<file path="src/rtl/iir_pkg.sv">
// rtl/iir_pkg.sv - shared widths, output limits and the round/saturate helper for the iir family
package iir_pkg;

   localparam int DEF_BITWIDTH   = 32;
   localparam int DEF_OUT_WIDTH  = 16;
   localparam int DEF_LOG2_DEC   = 2;
   localparam int DEF_FIFO_DEPTH = 4;

   localparam int ACC_W = DEF_BITWIDTH + DEF_LOG2_DEC;
   localparam int LVL_W = $clog2(DEF_FIFO_DEPTH + 1);

   localparam logic signed [DEF_OUT_WIDTH-1:0] OUT_MAX = {1'b0, {(DEF_OUT_WIDTH-1){1'b1}}};
   localparam logic signed [DEF_OUT_WIDTH-1:0] OUT_MIN = {1'b1, {(DEF_OUT_WIDTH-1){1'b0}}};

   typedef struct packed {
      logic               sat;
      logic signed [63:0] val;
   } sat_res_t;

   // Round half up toward +inf then clamp to a signed out_w range; 64 bits
   // keeps the rounding add free of intermediate truncation for any accumulator.
   function automatic sat_res_t sat_round(input logic signed [63:0] sum,
                                          input int unsigned        s,
                                          input int unsigned        out_w);
      sat_res_t           res;
      logic signed [63:0] r;
      logic signed [63:0] mx;
      logic signed [63:0] mn;
      if (s > 0) begin
         r = (sum + (64'sd1 <<< (s - 1))) >>> s;
      end else begin
         r = sum;
      end
      mx = (64'sd1 <<< (out_w - 1)) - 64'sd1;
      mn = -(64'sd1 <<< (out_w - 1));
      res.sat = 1'b0;
      res.val = r;
      if (r > mx) begin
         res.sat = 1'b1;
         res.val = mx;
      end else if (r < mn) begin
         res.sat = 1'b1;
         res.val = mn;
      end
      return res;
   endfunction

endpackage

</file>
<file path="src/rtl/iir_decim_out_fifo.sv">
// rtl/iir_decim_out_fifo.sv - first-word-fall-through FIFO with occupancy count
module sync_fifo_fwft #(
   parameter int WIDTH = 16,
   parameter int DEPTH = 4
) (
   input  logic                           clk,
   input  logic                           rst,
   input  logic                           wr_en,
   input  logic [WIDTH-1:0]               wr_data,
   input  logic                           rd_en,
   output logic [WIDTH-1:0]               rd_data,
   output logic                           full,
   output logic                           empty,
   output logic [$clog2(DEPTH+1)-1:0]     level
);

   localparam int AW = $clog2(DEPTH);
   localparam int LW = $clog2(DEPTH + 1);

   logic [WIDTH-1:0] mem_q [DEPTH];
   logic [AW-1:0]    wr_ptr_q, wr_ptr_d;
   logic [AW-1:0]    rd_ptr_q, rd_ptr_d;
   logic [LW-1:0]    level_q, level_d;
   logic             do_rd, do_wr;

   assign full    = (level_q == LW'(DEPTH));
   assign empty   = (level_q == '0);
   assign level   = level_q;
   assign rd_data = mem_q[rd_ptr_q];

   // A write into a full FIFO is only taken when a pop frees the head slot.
   assign do_rd = rd_en && !empty;
   assign do_wr = wr_en && (!full || do_rd);

   always_comb begin
      wr_ptr_d = wr_ptr_q;
      rd_ptr_d = rd_ptr_q;
      level_d  = level_q;
      if (do_wr) wr_ptr_d = wr_ptr_q + AW'(1);
      if (do_rd) rd_ptr_d = rd_ptr_q + AW'(1);
      if (do_wr && !do_rd) begin
         level_d = level_q + LW'(1);
      end else if (do_rd && !do_wr) begin
         level_d = level_q - LW'(1);
      end
   end

   always_ff @(posedge clk) begin
      if (rst) begin
         wr_ptr_q <= '0;
         rd_ptr_q <= '0;
         level_q  <= '0;
      end else begin
         wr_ptr_q <= wr_ptr_d;
         rd_ptr_q <= rd_ptr_d;
         level_q  <= level_d;
      end
   end

   always_ff @(posedge clk) begin
      if (do_wr) mem_q[wr_ptr_q] <= wr_data;
   end

endmodule

</file>
<file path="src/rtl/iir_decim_out.sv">
// rtl/iir_decim_out.sv - boxcar decimator with round/saturate, stage register and FWFT output FIFO
module iir_decim_out
   import iir_pkg::*;
#(
   parameter int BITWIDTH   = 32,
   parameter int OUT_WIDTH  = 16,
   parameter int LOG2_DEC   = 2,
   parameter int OUT_SHIFT  = 0,
   parameter int FIFO_DEPTH = 4
) (
   input  logic                                 clk,
   input  logic                                 rst,
   input  logic                                 in_valid,
   input  logic signed [BITWIDTH-1:0]           y,
   output logic signed [OUT_WIDTH-1:0]          out_data,
   output logic                                 out_valid,
   input  logic                                 out_ready,
   output logic [$clog2(FIFO_DEPTH+1)-1:0]      fifo_level,
   output logic                                 sat,
   output logic                                 drop
);

   localparam int          AW    = BITWIDTH + LOG2_DEC;
   localparam int          CNT_W = (LOG2_DEC > 0) ? LOG2_DEC : 1;
   localparam int unsigned S     = LOG2_DEC + OUT_SHIFT;

   logic signed [AW-1:0]        acc_q, acc_d;
   logic [CNT_W-1:0]            cnt_q, cnt_d;
   logic                        stg_v_q, stg_v_d;
   logic                        stg_sat_q, stg_sat_d;
   logic signed [OUT_WIDTH-1:0] stg_data_q, stg_data_d;
   logic signed [OUT_WIDTH-1:0] hold_q, hold_d;
   logic signed [AW-1:0]        sum;
   logic                        last;
   sat_res_t                    res;
   logic                        unused_res_bits;

   logic [OUT_WIDTH-1:0]        head;
   logic                        fifo_full, fifo_empty, pop, push;

   assign last            = (cnt_q == CNT_W'((1 << LOG2_DEC) - 1));
   assign sum             = acc_q + AW'(y);
   assign res             = sat_round(64'(sum), S, OUT_WIDTH);
   assign unused_res_bits = ^res.val[63:OUT_WIDTH];

   always_comb begin
      acc_d      = acc_q;
      cnt_d      = cnt_q;
      stg_v_d    = 1'b0;
      stg_sat_d  = stg_sat_q;
      stg_data_d = stg_data_q;
      if (in_valid) begin
         if (last) begin
            acc_d      = '0;
            cnt_d      = '0;
            stg_v_d    = 1'b1;
            stg_sat_d  = res.sat;
            stg_data_d = res.val[OUT_WIDTH-1:0];
         end else begin
            acc_d = sum;
            cnt_d = cnt_q + CNT_W'(1);
         end
      end
   end

   // Stage result enters the FIFO one cycle later; full without a pop discards it.
   assign out_valid = !fifo_empty;
   assign pop       = out_valid && out_ready;
   assign push      = stg_v_q && (!fifo_full || pop);
   assign sat       = stg_v_q && stg_sat_q;
   assign drop      = stg_v_q && fifo_full && !pop;

   assign hold_d   = pop ? $signed(head) : hold_q;
   assign out_data = out_valid ? $signed(head) : hold_q;

   always_ff @(posedge clk) begin
      if (rst) begin
         acc_q      <= '0;
         cnt_q      <= '0;
         stg_v_q    <= 1'b0;
         stg_sat_q  <= 1'b0;
         stg_data_q <= '0;
         hold_q     <= '0;
      end else begin
         acc_q      <= acc_d;
         cnt_q      <= cnt_d;
         stg_v_q    <= stg_v_d;
         stg_sat_q  <= stg_sat_d;
         stg_data_q <= stg_data_d;
         hold_q     <= hold_d;
      end
   end

   sync_fifo_fwft #(
      .WIDTH (OUT_WIDTH),
      .DEPTH (FIFO_DEPTH)
   ) u_fifo (
      .clk     (clk),
      .rst     (rst),
      .wr_en   (push),
      .wr_data (stg_data_q),
      .rd_en   (pop),
      .rd_data (head),
      .full    (fifo_full),
      .empty   (fifo_empty),
      .level   (fifo_level)
   );

endmodule

</file>
<file path="config.mk">
export PLATFORM = sky130hd
export DESIGN_NAME = iir_decim_out
export DESIGN_NICKNAME = d
export VERILOG_FILES = /design/src/rtl/iir_pkg.sv /design/src/rtl/iir_decim_out_fifo.sv /design/src/rtl/iir_decim_out.sv
export SDC_FILE = /design/constraint.sdc
export NUM_CORES = 1
export LEC_CHECK = 0
export ABC_CLOCK_PERIOD_IN_PS = 6500
export CAP_MARGIN = 20
export CORE_UTILIZATION = 55
export CTS_CLUSTER_DIAMETER = 40
export DETAILED_ROUTE_END_ITERATION = 7
export GPL_ROUTABILITY_DRIVEN = 1
export GPL_TIMING_DRIVEN = 0
export PLACE_DENSITY = 0.75
export SYNTH_ARGS = -nofsm -noshare
export SYNTH_HDL_FRONTEND = slang
export SYNTH_HIERARCHICAL = 1
export SYNTH_SLANG_ARGS = --single-unit
</file>
<file path="constraint.sdc">
create_clock -name clk -period 6.5 [get_ports clk]
set_clock_uncertainty 0.1 [all_clocks]
set_input_delay 1.3 -clock clk [delete_from_list [all_inputs] [get_ports clk]]
set_output_delay 1.3 -clock clk [all_outputs]
set_load 0.02 [all_outputs]
</file>
==> flow_summary.yaml, run 1 <==
global_routing:
  grt_usage_pct: 26.4
  overflow: 0
  grt_pass1_wl_um: 34000
  antenna_found_initial: 0
  grt_pass1_vias: 6745
  grt_start_max_net_pins: 17
routing:
  vias: 7370
  drt-initial-drc-count: 555
  vias_per_cell: 5.90
  wl_per_cell_um: 17.0
  drtAntennaViolNets: 0
  first_pass_iters: 7
  remaining_drc_errors: 0
  postRouteWirelength_um: 21200
setup_path:
  path_delay_family: "compound AO/OA/AOI/OAI gates"
  cp.arrival_ns: 6.37
  critPathKind: "in2reg"
  cp_common_cell: "xnor2_1"
  required_ns: 6.68
  crit_path_top_delay_cell: "xnor2_1"
  critPathMaxStageDelay_ns: 0.59
  worst_setup_path_start_kind: "primary input"
  cp-end-kind: "flip-flop"
  worstPathMaxFanout: 10
  path_cells: "clkdlybuf4s50_1 -> ha_1 -> inv_1 -> fa_1 -> nand2b_1 -> a21bo_4 -> a211oi_2 -> or2_0 -> buf_2 -> a31oi_1 -> o31a_1 -> xnor2_1 -> nand3_1 -> nor3_2 -> xnor2_1 -> nor4_1 -> o2111a_2 -> buf_4 -> o32ai_1"
  path_buf_inv: 4
placed_design:
  port_buffers: 57
  gp_congestion: 0.901
  dp_hpwl_um: 15700
  place_area_um2: 9810
power_and_ir_drop:
  p_comb_share_pct: 29.4
  seqPwrFrac_pct: 36.0
  switching_share_pct: 34.3
  ir_worst_vdd_uv: 192
  clkPwrFrac_pct: 34.6
  p_switching_mw: 0.949
  p_leak_nw: 3.88
  internal-power_mw: 1.82
  power.density_nw_per_um2: 266
die:
  core_area_um2: 15900
  dieWidth_um: 130
  rows: 46
  start_util_pct: 56.5
  fp.dieH_um: 130
  die_area_um2: 16800
  io_pins: 58
clock_tree:
  cts_resized: 0
  post_cts_buffers: 0
  clock_sinks: 143
  cts_tree: "yes"
  numCtsBuffers: 17
  clkLatencyLatePin_ns: 0.43
  cts_root_buf: "clkbuf_16"
  hold_buffers: 0
  htree_levels: 4
  clock_tree.buffer_depth: 2
  cts.reportedPaths.clkPinSlew_ns: 0.06
timing:
  fin_crit_sh_pct: 95.2
  rsz0062_at_grt: "no"
  fin_crit_ns: 6.19
  holdWs_ns: 0.358
  hold_viol: 0
  setup_violations: 0
  maxSlewViolCount: 0
  fmax_mhz: 162
  maxSlewHeadroom_pct: 35.2
  worst_pin_slew_ns: 0.965
yosys:
  ys_ff_latch: 143
  syn_inst: 944
  synth_edf_count: 64
  synth-main-ff-cell: "dfxtp_1"
  synth-seq-area-share_pct: 39.1
  syn_area_um2: 8970
  async_flop_share_pct: 0
  synth_nets: 1022
  ys_types: 90
  synth_area_per_cell_um2: 9.50
  synth.yosys.warnings: 6
status:
  status: "finished, final reports clean"
final_layout:
  drive_above_1_share_pct: 9.97
  fill_cells: 1300
  area_delta_synth_final_pct: 16.1
  fin_util_pct: 65.5
  layout_commonest_cell: "nand2_1"
  nNetsFinal: 1098
  n_antenna_cell: 0
  layout_common_cells: "nand2_1 (95), nor2_1 (94), a21oi_1 (90)"
  final_area_um2: 10400
job:
  drv_cap: 0
hold_path:
  hp-class: "reg2reg"
==> synth_stat cells (4+ instances only) <==
cell type / n / area share (%)
o211a_1: 4 / 0.45
mux4_1: 16 / 4.7
o211ai_1: 7 / 0.59
nand3_1: 20 / 1.1
buf_4: 4 / 0.33
nor3_1: 15 / 0.84
buf_6: 4 / 0.50
nor4_1: 13 / 0.91
a211oi_1: 7 / 0.59
inv_1: 13 / 0.54
a31oi_1: 6 / 0.42
a21o_1: 15 / 1.3
nor2_1: 94 / 3.9
o31ai_1: 4 / 0.33
xor2_1: 23 / 2.2
o21bai_1: 15 / 1.3
nor2b_1: 35 / 2.4
a21oi_1: 90 / 5.0
or4_1: 7 / 0.59
xnor2_1: 24 / 2.3
o21ai_0: 37 / 2.1
clkbuf_1: 34 / 1.4
nand4_1: 11 / 0.77
edfxtp_1: 64 / 21
or3_1: 9 / 0.63
and2_1: 10 / 0.70
dfxtp_1: 79 / 18
and4_1: 4 / 0.39
ha_1: 40 / 5.6
o32ai_1: 8 / 0.78
o22ai_1: 7 / 0.49
buf_2: 12 / 0.67
nand2b_1: 17 / 1.2
mux2i_1: 9 / 1.0
mux2_2: 16 / 2.0
nand2_1: 95 / 4.0
==> per-stage QoR <==
stage | TNS [ns] | worst slack (ns) | instances | total power, mW
after floorplan | 0 | 1.08 | 944 | 1.61
after global placement | -0.674 | -0.0943 | 1217 | 1.79
after detailed placement | -0.974 | -0.147 | 1217 | 1.80
after CTS | 0 | 0.264 | 1249 | 2.76
after global routing | 0 | 0.00536 | 1249 | 2.91
final | 0 | 0.312 | 1249 | 2.77
==> final timing paths <==
path | startpoint | endpoint | slack (ns) | depth (start not counted)
worst max-delay path | y[0] | stg_data_q[8] | 0.31 | 19
worst min-delay path | hold_q[0] | hold_q[0] | 0.36 | 2
worst max register to register | acc_q[0] | stg_data_q[8] | 1.33 | 18
worst min register to register | hold_q[0] | hold_q[0] | 0.36 | 2
==> logic make-up (layout without fill, tap and decap cells) <==
| group | count (synthesis) | after routing | synth area share (%) |
|---|---|---|---|
| AOI/OAI and AO/OA | 244 | 244 | 18.6 |
| muxes | 42 | 42 | 7.87 |
| buffers and inverters | 70 | 159 | 3.78 |
| xor gates and xnor gates | 48 | 48 | 4.77 |
| and+or+nand+nor | 355 | 355 | 19.8 |
| adders and majority gates | 42 | 42 | 6.03 |
| DFF | 143 | 143 | 39.1 |
==> layout make-up <==
type	count	area, µm²	area share, %
Clock inverter	13	111	1.07
Buffer	56	287	2.75
Sequential cell	143	3500	33.6
Timing Repair Buffer	57	571	5.48
Multi-Input combinational cell	731	5150	49.5
Clock buffer	19	464	4.46
Tap cell	216	270	2.60
Inverter	14	52.6	0.505
==> flip-flops by register name, summed over array words and instances (netlist names), named ones only <==
| register | cells |
|---|---|
| u_fifo/rd_ptr_q | 2 |
| stg_data_q | 16 |
| acc_q | 34 |
| cnt_q | 2 |
| u_fifo/mem_q | 64 |
| u_fifo/level | 3 |
| u_fifo/wr_ptr_q | 2 |
| hold_q | 16 |
| stg_v_q | 1 |
| stg_sat_q | 1 |
==> worst min-delay path, cell delays in order (launching register included) <==
cell and delay (ns):
dfxtp_1 0.30, nand2_1 0.05, a21oi_1 0.05
==> power groups by stage <==
stage                     clock network (mW)  registers, mW  logic, mW
after detailed placement                   0           1.02      0.789
after global routing                    1.01           1.00      0.899
after global placement                     0           1.01      0.781
after CTS                              0.970          0.996      0.794
final                                  0.957          0.997      0.815
after floorplan                            0           1.01      0.604
==> per-layer routing <==
| layer | GRT usage (%) | share of wire (%) | up-vias |
|---|---|---|---|
| li1 | - | - | 3662 |
| met5 | 0 | 0 | - |
| met2 | 44.5 | 48 | 207 |
| met3 | 3.73 | 4.0 | 35 |
| met4 | 9.71 | 2.3 | 0 |
| met1 | 34.6 | 45 | 3466 |
No activity file was read; power rests on OpenSTA's default activity.
==> inputs of run 2 (changes only) <==
--- a/config.mk
+++ b/config.mk
@@ -15,5 +15,4 @@
 export PLACE_DENSITY = 0.75
 export SYNTH_ARGS = -nofsm -noshare
 export SYNTH_HDL_FRONTEND = slang
-export SYNTH_HIERARCHICAL = 1
 export SYNTH_SLANG_ARGS = --single-unit
==> flow_summary.yaml, run 2 <==
routing:
  vias_per_cell: 5.91
  postRouteWirelength_um: 21400
  remaining_drc_errors: 0
  first_pass_iters: 5
  drt-initial-drc-count: 487
  wl_per_cell_um: 17.1
  met1_length_um: 9330
  routed-wl-met2_um: 10400
  drtAntennaViolNets: 0
  wl_met3_um: 956
  vias: 7394
  top_signal_layer_used: "met4"
timing:
  fmax_mhz: 171
  worst_pin_slew_ns: 0.963
  rsz0062_at_grt: "no"
  hold_viol: 0
  setup_violations: 0
  setup_tns_ns: 0
  maxSlewHeadroom_pct: 35.2
  fin_crit_ns: 5.86
  maxSlewViolCount: 0
  fin_crit_sh_pct: 90.2
  layout_setup_ws_ns: 0.637
final_layout:
  area_delta_synth_final_pct: 15.8
  ff_latch_area_um2: 3500
  layout_commonest_cell: "nor2_1"
  fill_cells: 1278
  largest-register: "u_fifo.mem_q"
  n_antenna_cell: 0
  nNetsFinal: 1101
  multi_input_area_um2: 5080
  layout_common_cells: "nor2_1 (109), nand2_1 (88), a21oi_1 (81)"
  largest_reg_flops: 64
  drive_above_1_share_pct: 10.7
  top_regs: "u_fifo.mem_q (64), acc_q (34)"
yosys:
  syn_area_um2: 8880
  post-synth-top-count-cell: "nor2_1"
  synth.yosys.warnings: 0
  synth_area_per_cell_um2: 9.38
  synth-main-ff-cell: "dfxtp_1"
  synth_area_leaders: "edfxtp_1 (22%), dfxtp_1 (18%), ha_1 (5.6%)"
  synth_edf_count: 64
  async_flop_share_pct: 0
  synthTopCellsByCount: "nor2_1 (109), nand2_1 (88), a21oi_1 (81), dfxtp_1 (79), edfxtp_1 (64)"
  synth_area_leader_cell: "edfxtp_1"
  ys_ff_latch: 143
  synth-seq-area-share_pct: 39.4
  ys_types: 89
  synth_nets: 1025
  syn_inst: 947
  yosys.area.top_type_share_pct: 21.6
global_routing:
  grt_pass1_vias: 7166
  antenna_found_initial: 0
  grt_pass1_wl_um: 34900
  overflow: 0
  grt_usage_pct: 27.1
  grt_start_max_net_pins: 17
power_and_ir_drop:
  p_leak_nw: 3.63
  power.density_nw_per_um2: 337
  finalPower_mw: 3.47
  ir_worst_vdd_uv: 220
hold_path:
  whs_path_depth: 2
  hold_path_end: "hold_q[7]"
  min_from: "hold_q[7]"
  hp-class: "reg2reg"
status:
  status: "finished, final reports clean"
setup_path:
  r2r_slack_ns: 1.69
  r2r-end: "stg_data_q[8]"
  worst_setup_path_start_kind: "primary input"
  rr_startpoint: "acc_q[0]"
  critPathKind: "in2reg"
  required_ns: 6.69
  rr_worst_depth: 15
  worstPathMaxFanout: 10
  cp-end-kind: "flip-flop"
  cp.arrival_ns: 6.05
job:
  drv_cap: 0
clock_tree:
  cts_resized: 0
  clock_tree.buffer_depth: 2
  cts_tree: "yes"
  cts_root_buf: "clkbuf_16"
  numCtsBuffers: 17
  htree_levels: 4
  clock_sinks: 143
  cts.reportedPaths.clkPinSlew_ns: 0.06
  hold_buffers: 0
  post_cts_buffers: 0
  clkLatencyLatePin_ns: 0.43
placed_design:
  port_buffers: 57
  gp_congestion: 0.954
  dp_hpwl_um: 15800
  dp_slack_ns: 0.338
die:
  dieWidth_um: 129
  start_util_pct: 56.1
  die_area_um2: 16700
  io_pins: 58
  rows: 46
  core_area_um2: 15800
  fp.dieH_um: 129
==> run 2: cell types whose count changed after synthesis, moves of 8 or more <==
cell / change
nand2b_1: -9
o21ai_0: -16
o32ai_1: -8
nor2_1: +15
mux4_2: +16
a21oi_1: -9
and3_1: +10
and2_1: +10
mux4_1: -16
o21ai_1: +12
==> run 2: where the power goes <==
part | internal (mW) | switching [mW]
logic | 0.640 | 0.830
clock network | 0.530 | 0.405
registers | 1.02 | 0.0458
==> run 2: logic make-up after synthesis <==
| group | Yosys count | share of synthesized area [%] |
|---|---|---|
| compound gates | 222 | 17.7 |
| xor+xnor | 47 | 4.72 |
| fa+ha+maj | 42 | 6.09 |
| buf+inv | 72 | 3.31 |
| flops | 143 | 39.4 |
| mux | 41 | 7.14 |
| simple gates | 380 | 21.6 |
==> run 2: critical path, cell delays in order <==
cell and delay [ns]:
clkdlybuf4s50_1 0.49, ha_1 0.22, inv_1 0.07, fa_1 0.43
nor2b_2 0.22, o31ai_4 0.14, a32oi_1 0.24, xor2_1 0.51
nand4_2 0.25, nor4_1 0.77, nand3_2 0.27, o21a_1 0.26
nor4_1 0.24, and4bb_2 0.40, buf_6 0.19, o32ai_2 0.07
==> run 2: layout make-up <==
type | count | share of cell area (%)
Buffer | 53 | 2.17
Clock buffer | 17 | 4.14
Clock inverter | 15 | 1.33
Inverter | 19 | 0.693
Multi-Input combinational cell | 732 | 49.4
Sequential cell | 143 | 34.1
Tap cell | 216 | 2.63
Timing Repair Buffer | 57 | 5.55
==> run 2: worst max path at each step <==
stage | from | to | slack [ns]
final | y[0] | stg_data_q[8] | 0.64
after CTS | y[0] | stg_data_q[8] | 0.72
after detailed placement | y[0] | stg_data_q[4] | 0.34
after global placement | y[0] | stg_data_q[9] | 0.36
after floorplan | y[0] | stg_data_q[11] | 1.39
after global routing | y[0] | stg_data_q[8] | 0.43
==> run 2: metrics by stage <==
step | hold slack [ns] | util [%] | cell area (µm²) | std cells
finish | 0.351 | 65.0 | 10300 | 1252
global route | 0.369 | 65.0 | 10300 | 1252
CTS | 0.353 | 65.0 | 10300 | 1252
detailed placement | 0.344 | 61.4 | 9720 | 1220
global placement | 0.339 | 61.4 | 9720 | 1220
floorplan | 0.334 | - | 8880 | 947
==> run 2: layer usage <==
metal  vias up  GRT usage [%]
li1       3627              -
met1      3499           33.1
met2       216           46.4
met3        52           4.83
met4         0           13.4
met5         -              0
